`config.mk`:
```
export PLATFORM = sky130hd
export DESIGN_NAME = a2d_sched
export DESIGN_NICKNAME = d
export VERILOG_FILES = /design/src/rtl/a2d_sched.sv
export SDC_FILE = /design/constraint.sdc
export NUM_CORES = 1
export LEC_CHECK = 0
export BUFFER_PORTS_ARGS = -buffer_cell sky130_fd_sc_hd__buf_2
export CORE_MARGIN = 1
export CORE_UTILIZATION = 54
export CTS_BUF_LIST = sky130_fd_sc_hd__clkbuf_4 sky130_fd_sc_hd__clkbuf_8
export CTS_CLUSTER_DIAMETER = 100
export DETAILED_ROUTE_END_ITERATION = 7
export GPL_TIMING_DRIVEN = 0
export PLACE_DENSITY = 0.83
export SETUP_SLACK_MARGIN = 0.2
export SYNTH_ARGS = -nofsm -noshare
export SYNTH_HDL_FRONTEND = slang
export SYNTH_SLANG_ARGS = --single-unit
```
`constraint.sdc`:
```
create_clock -name clk -period 3 [get_ports clk]
set_clock_uncertainty 0.1 [all_clocks]
set_input_delay 0.15 -clock clk [delete_from_list [all_inputs] [get_ports clk]]
set_output_delay 0.15 -clock clk [all_outputs]
set_load 0.02 [all_outputs]
```
`src/rtl/a2d_sched.sv`:
```
// -----------------------------------------------------------------------------
// a2d_sched : round-robin scheduler for three A2D channels behind a shared SPI
// master. Each accepted request issues two SPI transactions with the same
// command word: the first starts the conversion on the selected channel, the
// second (after a one-cycle dead time) reads the result back. The 12-bit result
// is stored in the register of the channel the pointer selects, then the
// pointer moves on LFT -> RGHT -> BATT -> LFT.
//
// Parameters
//   LFT_CH, RGHT_CH, BATT_CH : A2D channel numbers of left/right load cell and
//                              battery.
// Ports
//   clk      in   system clock, rising edge
//   rst_n    in   asynchronous active-low reset
//   nxt      in   conversion request
//   wrt      out  one-cycle start pulse to the SPI master
//   cmd      out  16-bit command word, held between wrt pulses
//   done     in   one-cycle SPI transaction-complete pulse
//   rd_data  in   SPI receive word, valid when done=1
//   lft_ld   out  latest left load-cell result
//   rght_ld  out  latest right load-cell result
//   batt     out  latest battery result
//   vld      out  one-cycle pulse after a result register updates
//   busy     out  high while a request is in progress
//   ovr      out  one-cycle pulse for every request cycle dropped while busy
// -----------------------------------------------------------------------------
module a2d_sched #(
    parameter logic [2:0] LFT_CH  = 3'd0,
    parameter logic [2:0] RGHT_CH = 3'd4,
    parameter logic [2:0] BATT_CH = 3'd5
) (
    input  logic        clk,
    input  logic        rst_n,
    input  logic        nxt,
    output logic        wrt,
    output logic [15:0] cmd,
    input  logic        done,
    input  logic [15:0] rd_data,
    output logic [11:0] lft_ld,
    output logic [11:0] rght_ld,
    output logic [11:0] batt,
    output logic        vld,
    output logic        busy,
    output logic        ovr
);

    typedef enum logic [1:0] {
        IDLE = 2'd0,
        CMD  = 2'd1,
        DEAD = 2'd2,
        READ = 2'd3
    } state_t;

    localparam logic [1:0] PTR_LFT  = 2'd0;
    localparam logic [1:0] PTR_RGHT = 2'd1;
    localparam logic [1:0] PTR_BATT = 2'd2;

    state_t      state_q, state_d;
    logic [1:0]  ptr_q, ptr_d;
    logic        wrt_q, wrt_d;
    logic [15:0] cmd_q, cmd_d;
    logic        vld_q, vld_d;
    logic        ovr_q, ovr_d;
    logic [11:0] lft_q, lft_d;
    logic [11:0] rght_q, rght_d;
    logic [11:0] batt_q, batt_d;

    // Pointer value 3 cannot be reached; it falls into the LFT default.
    function automatic logic [2:0] ptr_to_ch(input logic [1:0] p);
        case (p)
            PTR_RGHT: ptr_to_ch = RGHT_CH;
            PTR_BATT: ptr_to_ch = BATT_CH;
            default:  ptr_to_ch = LFT_CH;
        endcase
    endfunction

    function automatic logic [1:0] ptr_next(input logic [1:0] p);
        case (p)
            PTR_LFT:  ptr_next = PTR_RGHT;
            PTR_RGHT: ptr_next = PTR_BATT;
            default:  ptr_next = PTR_LFT;
        endcase
    endfunction

    always_comb begin
        state_d = state_q;
        ptr_d   = ptr_q;
        wrt_d   = 1'b0;
        cmd_d   = cmd_q;
        vld_d   = 1'b0;
        lft_d   = lft_q;
        rght_d  = rght_q;
        batt_d  = batt_q;
        // Any request seen outside IDLE is dropped, including the cycle in
        // which READ completes (the FSM is not yet back in IDLE).
        ovr_d   = nxt && (state_q != IDLE);

        case (state_q)
            IDLE: begin
                if (nxt) begin
                    wrt_d   = 1'b1;
                    cmd_d   = {2'b00, ptr_to_ch(ptr_q), 11'h000};
                    state_d = CMD;
                end
            end
            CMD: begin
                // Data returned by the conversion-start transaction is unused.
                if (done) begin
                    state_d = DEAD;
                end
            end
            DEAD: begin
                // Fixed one-cycle gap; the read reuses the latched cmd.
                wrt_d   = 1'b1;
                state_d = READ;
            end
            READ: begin
                if (done) begin
                    case (ptr_q)
                        PTR_RGHT: rght_d = rd_data[11:0];
                        PTR_BATT: batt_d = rd_data[11:0];
                        default:  lft_d  = rd_data[11:0];
                    endcase
                    vld_d   = 1'b1;
                    ptr_d   = ptr_next(ptr_q);
                    state_d = IDLE;
                end
            end
            default: state_d = IDLE;
        endcase
    end

    always_ff @(posedge clk or negedge rst_n) begin
        if (!rst_n) begin
            state_q <= IDLE;
            ptr_q   <= PTR_LFT;
            wrt_q   <= 1'b0;
            cmd_q   <= 16'h0000;
            vld_q   <= 1'b0;
            ovr_q   <= 1'b0;
            lft_q   <= 12'h000;
            rght_q  <= 12'h000;
            batt_q  <= 12'h000;
        end else begin
            state_q <= state_d;
            ptr_q   <= ptr_d;
            wrt_q   <= wrt_d;
            cmd_q   <= cmd_d;
            vld_q   <= vld_d;
            ovr_q   <= ovr_d;
            lft_q   <= lft_d;
            rght_q  <= rght_d;
            batt_q  <= batt_d;
        end
    end

    assign wrt     = wrt_q;
    assign cmd     = cmd_q;
    assign vld     = vld_q;
    assign ovr     = ovr_q;
    assign busy    = (state_q != IDLE);
    assign lft_ld  = lft_q;
    assign rght_ld = rght_q;
    assign batt    = batt_q;

endmodule

```
==> metrics.txt <==
outcome=complete, no violations; Max Cap Violations=0; worst skew pair latency=between 300 and 400 ps; critical path startpoint category=register; die width=between 60 and 70 um; share of the synthesized area in the top cell type=0.577; RSZ-0062 raised after global routing=false; Yosys warning count=0; dominant combinational cell family by area after synthesis=multiplexers; antenna viol nets, final=0; Die Span Y=62.1 um; leakage power total=1.39 nW; number of buffer cells added on primary ports=57; fraction of the mapped netlist area in adder cells=0.0577; GRT Overall Usage=0.220; initial antenna violation count=0; total inserted antenna cells=0; number of non-filler instances in the completed layout=271; clock period minus final worst setup slack=1770 ps; first drt pass iteration count=4; synthesized-area fraction occupied by ao, oa, aoi and oai cells=0.0179; number of synthesized register bits=45; cell-internal power=1.63 mW; sequential element share of the synthesized area=0.577; number of rows created at floorplan=21; Max-Slew Margin vs Limit=0.358; CTS tree=done; number of distinct library cell variants in the gate-level netlist after synthesis=18; number of top-level pins=76; Hold/Removal Path Class=in -> async; clock buffers created by TritonCTS=5; Die Outline Area=3860 um^2; crit path kind=reg -> reg; Final Max Slew Viols=0; syn_area_per_cell=14.8 um^2; CP startpoint=state_q[0]; worst flop-to-flop path startpoint=state_q[0]; leading cell types by total area after synthesis=sky130_fd_sc_hd__dfrtp_1 (58%), sky130_fd_sc_hd__mux2_2 (17%), sky130_fd_sc_hd__mux2_4 (7.7%), sky130_fd_sc_hd__ha_1 (5.8%), sky130_fd_sc_hd__buf_4 (5.4%); via count of the first global-routing pass=1355; Arr. time, crit path=1920 ps; post-route worst setup slack=1230 ps; wire length per cell after detailed routing=13.8 um; synthesized netlist cell count=132; Critical Path End=rght_ld[11]; Final setup violation count=0; DPL Wire Length=2.56 mm; Clock transition at path regs=150 ps; Final Total Pwr=2.67 mW; GRT Residual Overflow=0; detailed-route via count=about 1.3k; Placed Instances=248; Layout Nets=around 250; cell at the root of the clock tree=sky130_fd_sc_hd__clkbuf_4; share of the synthesized netlist area taken by xor and xnor gates=0; cells resized by post-CTS repair=0; Net Switching=about 1.0 mW; maximum clock frequency=566 MHz; worst reg2reg path endpoint=rght_ld[11]; Vias per Instance=4.77; number of design rule violations left after detail routing=0; maximum net fanout on the critical path=10; number of clock sinks seen by CTS=45; required time at the worst-slack endpoint=3150 ps; drt total wl=3.74 mm; global-route wire length before repair=6.51 mm; ratio of cells with drive above 1 in the final layout=0.547; number of buffers between clock root and the deepest sink=2; starting density of the core=0.576; worst setup slack for register-to-register paths=1230 ps; post-synthesis mux area share=0.244; path depth of the worst reg2reg path=4; Final Hold Violating Endpoints=0; Max IR drop VDD=0.574 mV; pin count of the biggest net entering global routing=46; placement-stage cell area=roughly 2300 um^2; Setup TNS Final=0 ps; number of filler cells placed in the layout=around 230; Net Sw Frac=0.389; power density cells=1040 nW/um^2; Setup Slack @ Placement=1240 ps; leading area contributor after synthesis=sky130_fd_sc_hd__dfrtp_1; transition time at the pin with the least slew margin=963 ps; level count of the clock H-tree=2; area of the core=approximately 3400 um^2; critical path endpoint category=register; Clk network pwr share=0.140; ratio of final minimum period to clock period=0.589; relative contribution of sequential cells to total power=0.392; DRC violation total after the first TritonRoute iteration=29; post-synthesis instance area=1950 um^2; layout overhead on the synthesized area=32.0%; combinational cell fraction of total power=0.468; post-route standard cell area excluding fillers=between 2000 and 3000 um^2; Final Wtd Congestion=0.736; synthesized-area fraction occupied by and/or/nand/nor cells=0.0237
==> worst min path at each step <==
stage / depth (start not counted) / to
6_report: 2 / lft_ld[4]
5_1_grt: 2 / lft_ld[4]
4_1_cts: 2 / batt[5]
3_5_place_dp: 1 / batt[7]
3_3_place_gp: 1 / lft_ld[7]
2_1_floorplan: 0 / batt[0]
==> logic make-up after synthesis <==
kind of cell | count (synthesis)
DFF | 45
adders and majority gates | 9
muxes | 39
and+or+nand+nor | 9
other | 1
buffers and inverters | 24
AOI/OAI and AO/OA | 5
==> worst max-delay path, stage by stage, from the launching register on <==
cell and delay [ps]:
sky130_fd_sc_hd__dfrtp_1 440, sky130_fd_sc_hd__ha_1 290, sky130_fd_sc_hd__nand3_1 180, sky130_fd_sc_hd__buf_2 290, sky130_fd_sc_hd__mux2_2 370
==> state kept, by name (all words and copies together) (netlist names) <==
signal and count:
batt 12, cmd 2, lft_ld 12, ovr 1, ptr_q 2, rght_ld 12
state_q 2, vld 1, wrt 1
==> metal layers <==
layer / vias to the layer above / track usage / part of all wire
met5: - / 0 / 0
li1: 601 / - / -
met2: 51 / 0.386 / 0.52
met4: 0 / 0.0640 / 0.011
met1: 636 / 0.263 / 0.41
met3: 6 / 0.0607 / 0.057
==> per-stage QoR <==
stage | hold WS, ps | util
after detailed placement | 258 | 0.692
after global placement | 239 | 0.692
after global routing | 441 | 0.761
after CTS | 392 | 0.761
after floorplan | -246 | -
final | 356 | 0.761
==> cell usage in the layout (no fill, tap or decap), drive strengths merged <==
cell / count
clkbuf: 5
bufinv: 1
buf: 74
a21oi: 1
nor2: 1
nand2b: 1
nand3: 4
inv: 7
o21ba: 1
clkinvlp: 1
nand2: 2
conb: 14
o21ai: 2
ha: 9
mux2: 39
clkinv: 1
o32a: 1
dlygate4sd3: 15
or2: 1
dfrtp: 45
==> synthesized netlist by cell type <==
cell and instances:
sky130_fd_sc_hd__nand3_1 4, sky130_fd_sc_hd__inv_1 7, sky130_fd_sc_hd__buf_4 14, sky130_fd_sc_hd__nor2_1 1, sky130_fd_sc_hd__nand2_1 2, sky130_fd_sc_hd__buf_2 2, sky130_fd_sc_hd__o32a_1 1, sky130_fd_sc_hd__nand2b_1 1
sky130_fd_sc_hd__ha_1 9, sky130_fd_sc_hd__buf_6 1, sky130_fd_sc_hd__mux2_2 29, sky130_fd_sc_hd__o21ai_0 2, sky130_fd_sc_hd__a21oi_1 1, sky130_fd_sc_hd__conb_1 1, sky130_fd_sc_hd__or2_4 1, sky130_fd_sc_hd__dfrtp_1 45
sky130_fd_sc_hd__o21ba_2 1, sky130_fd_sc_hd__mux2_4 10
==> area by class of cell <==
cell class,instances,area [um^2],share of cell area
buffer,17,126,0.0490
clock buffer,5,37.5,0.0146
clock inverter,3,46.3,0.0180
inverter,7,26.3,0.0102
multi-input combinational,76,723,0.280
sequential,45,1130,0.437
tap,46,57.6,0.0223
timing repair buffer,72,435,0.169
==> power groups by stage <==
stage / combinational (mW) / sequential [mW] / clock (mW)
6_report: 1.25 / 1.05 / 0.376
5_1_grt: 1.34 / 1.08 / 0.415
4_1_cts: 1.26 / 1.04 / 0.386
3_5_place_dp: 1.24 / 1.06 / 0
3_3_place_gp: 1.21 / 1.03 / 0
2_1_floorplan: 0.522 / 1.37 / 0
==> what timing repair did <==
item                                   4_1_cts  5_1_grt
buffers inserted                             0        0
endpoints found under the hold margin       86        0
hold buffers                                15        0
(Power assumes the default switching activity.)
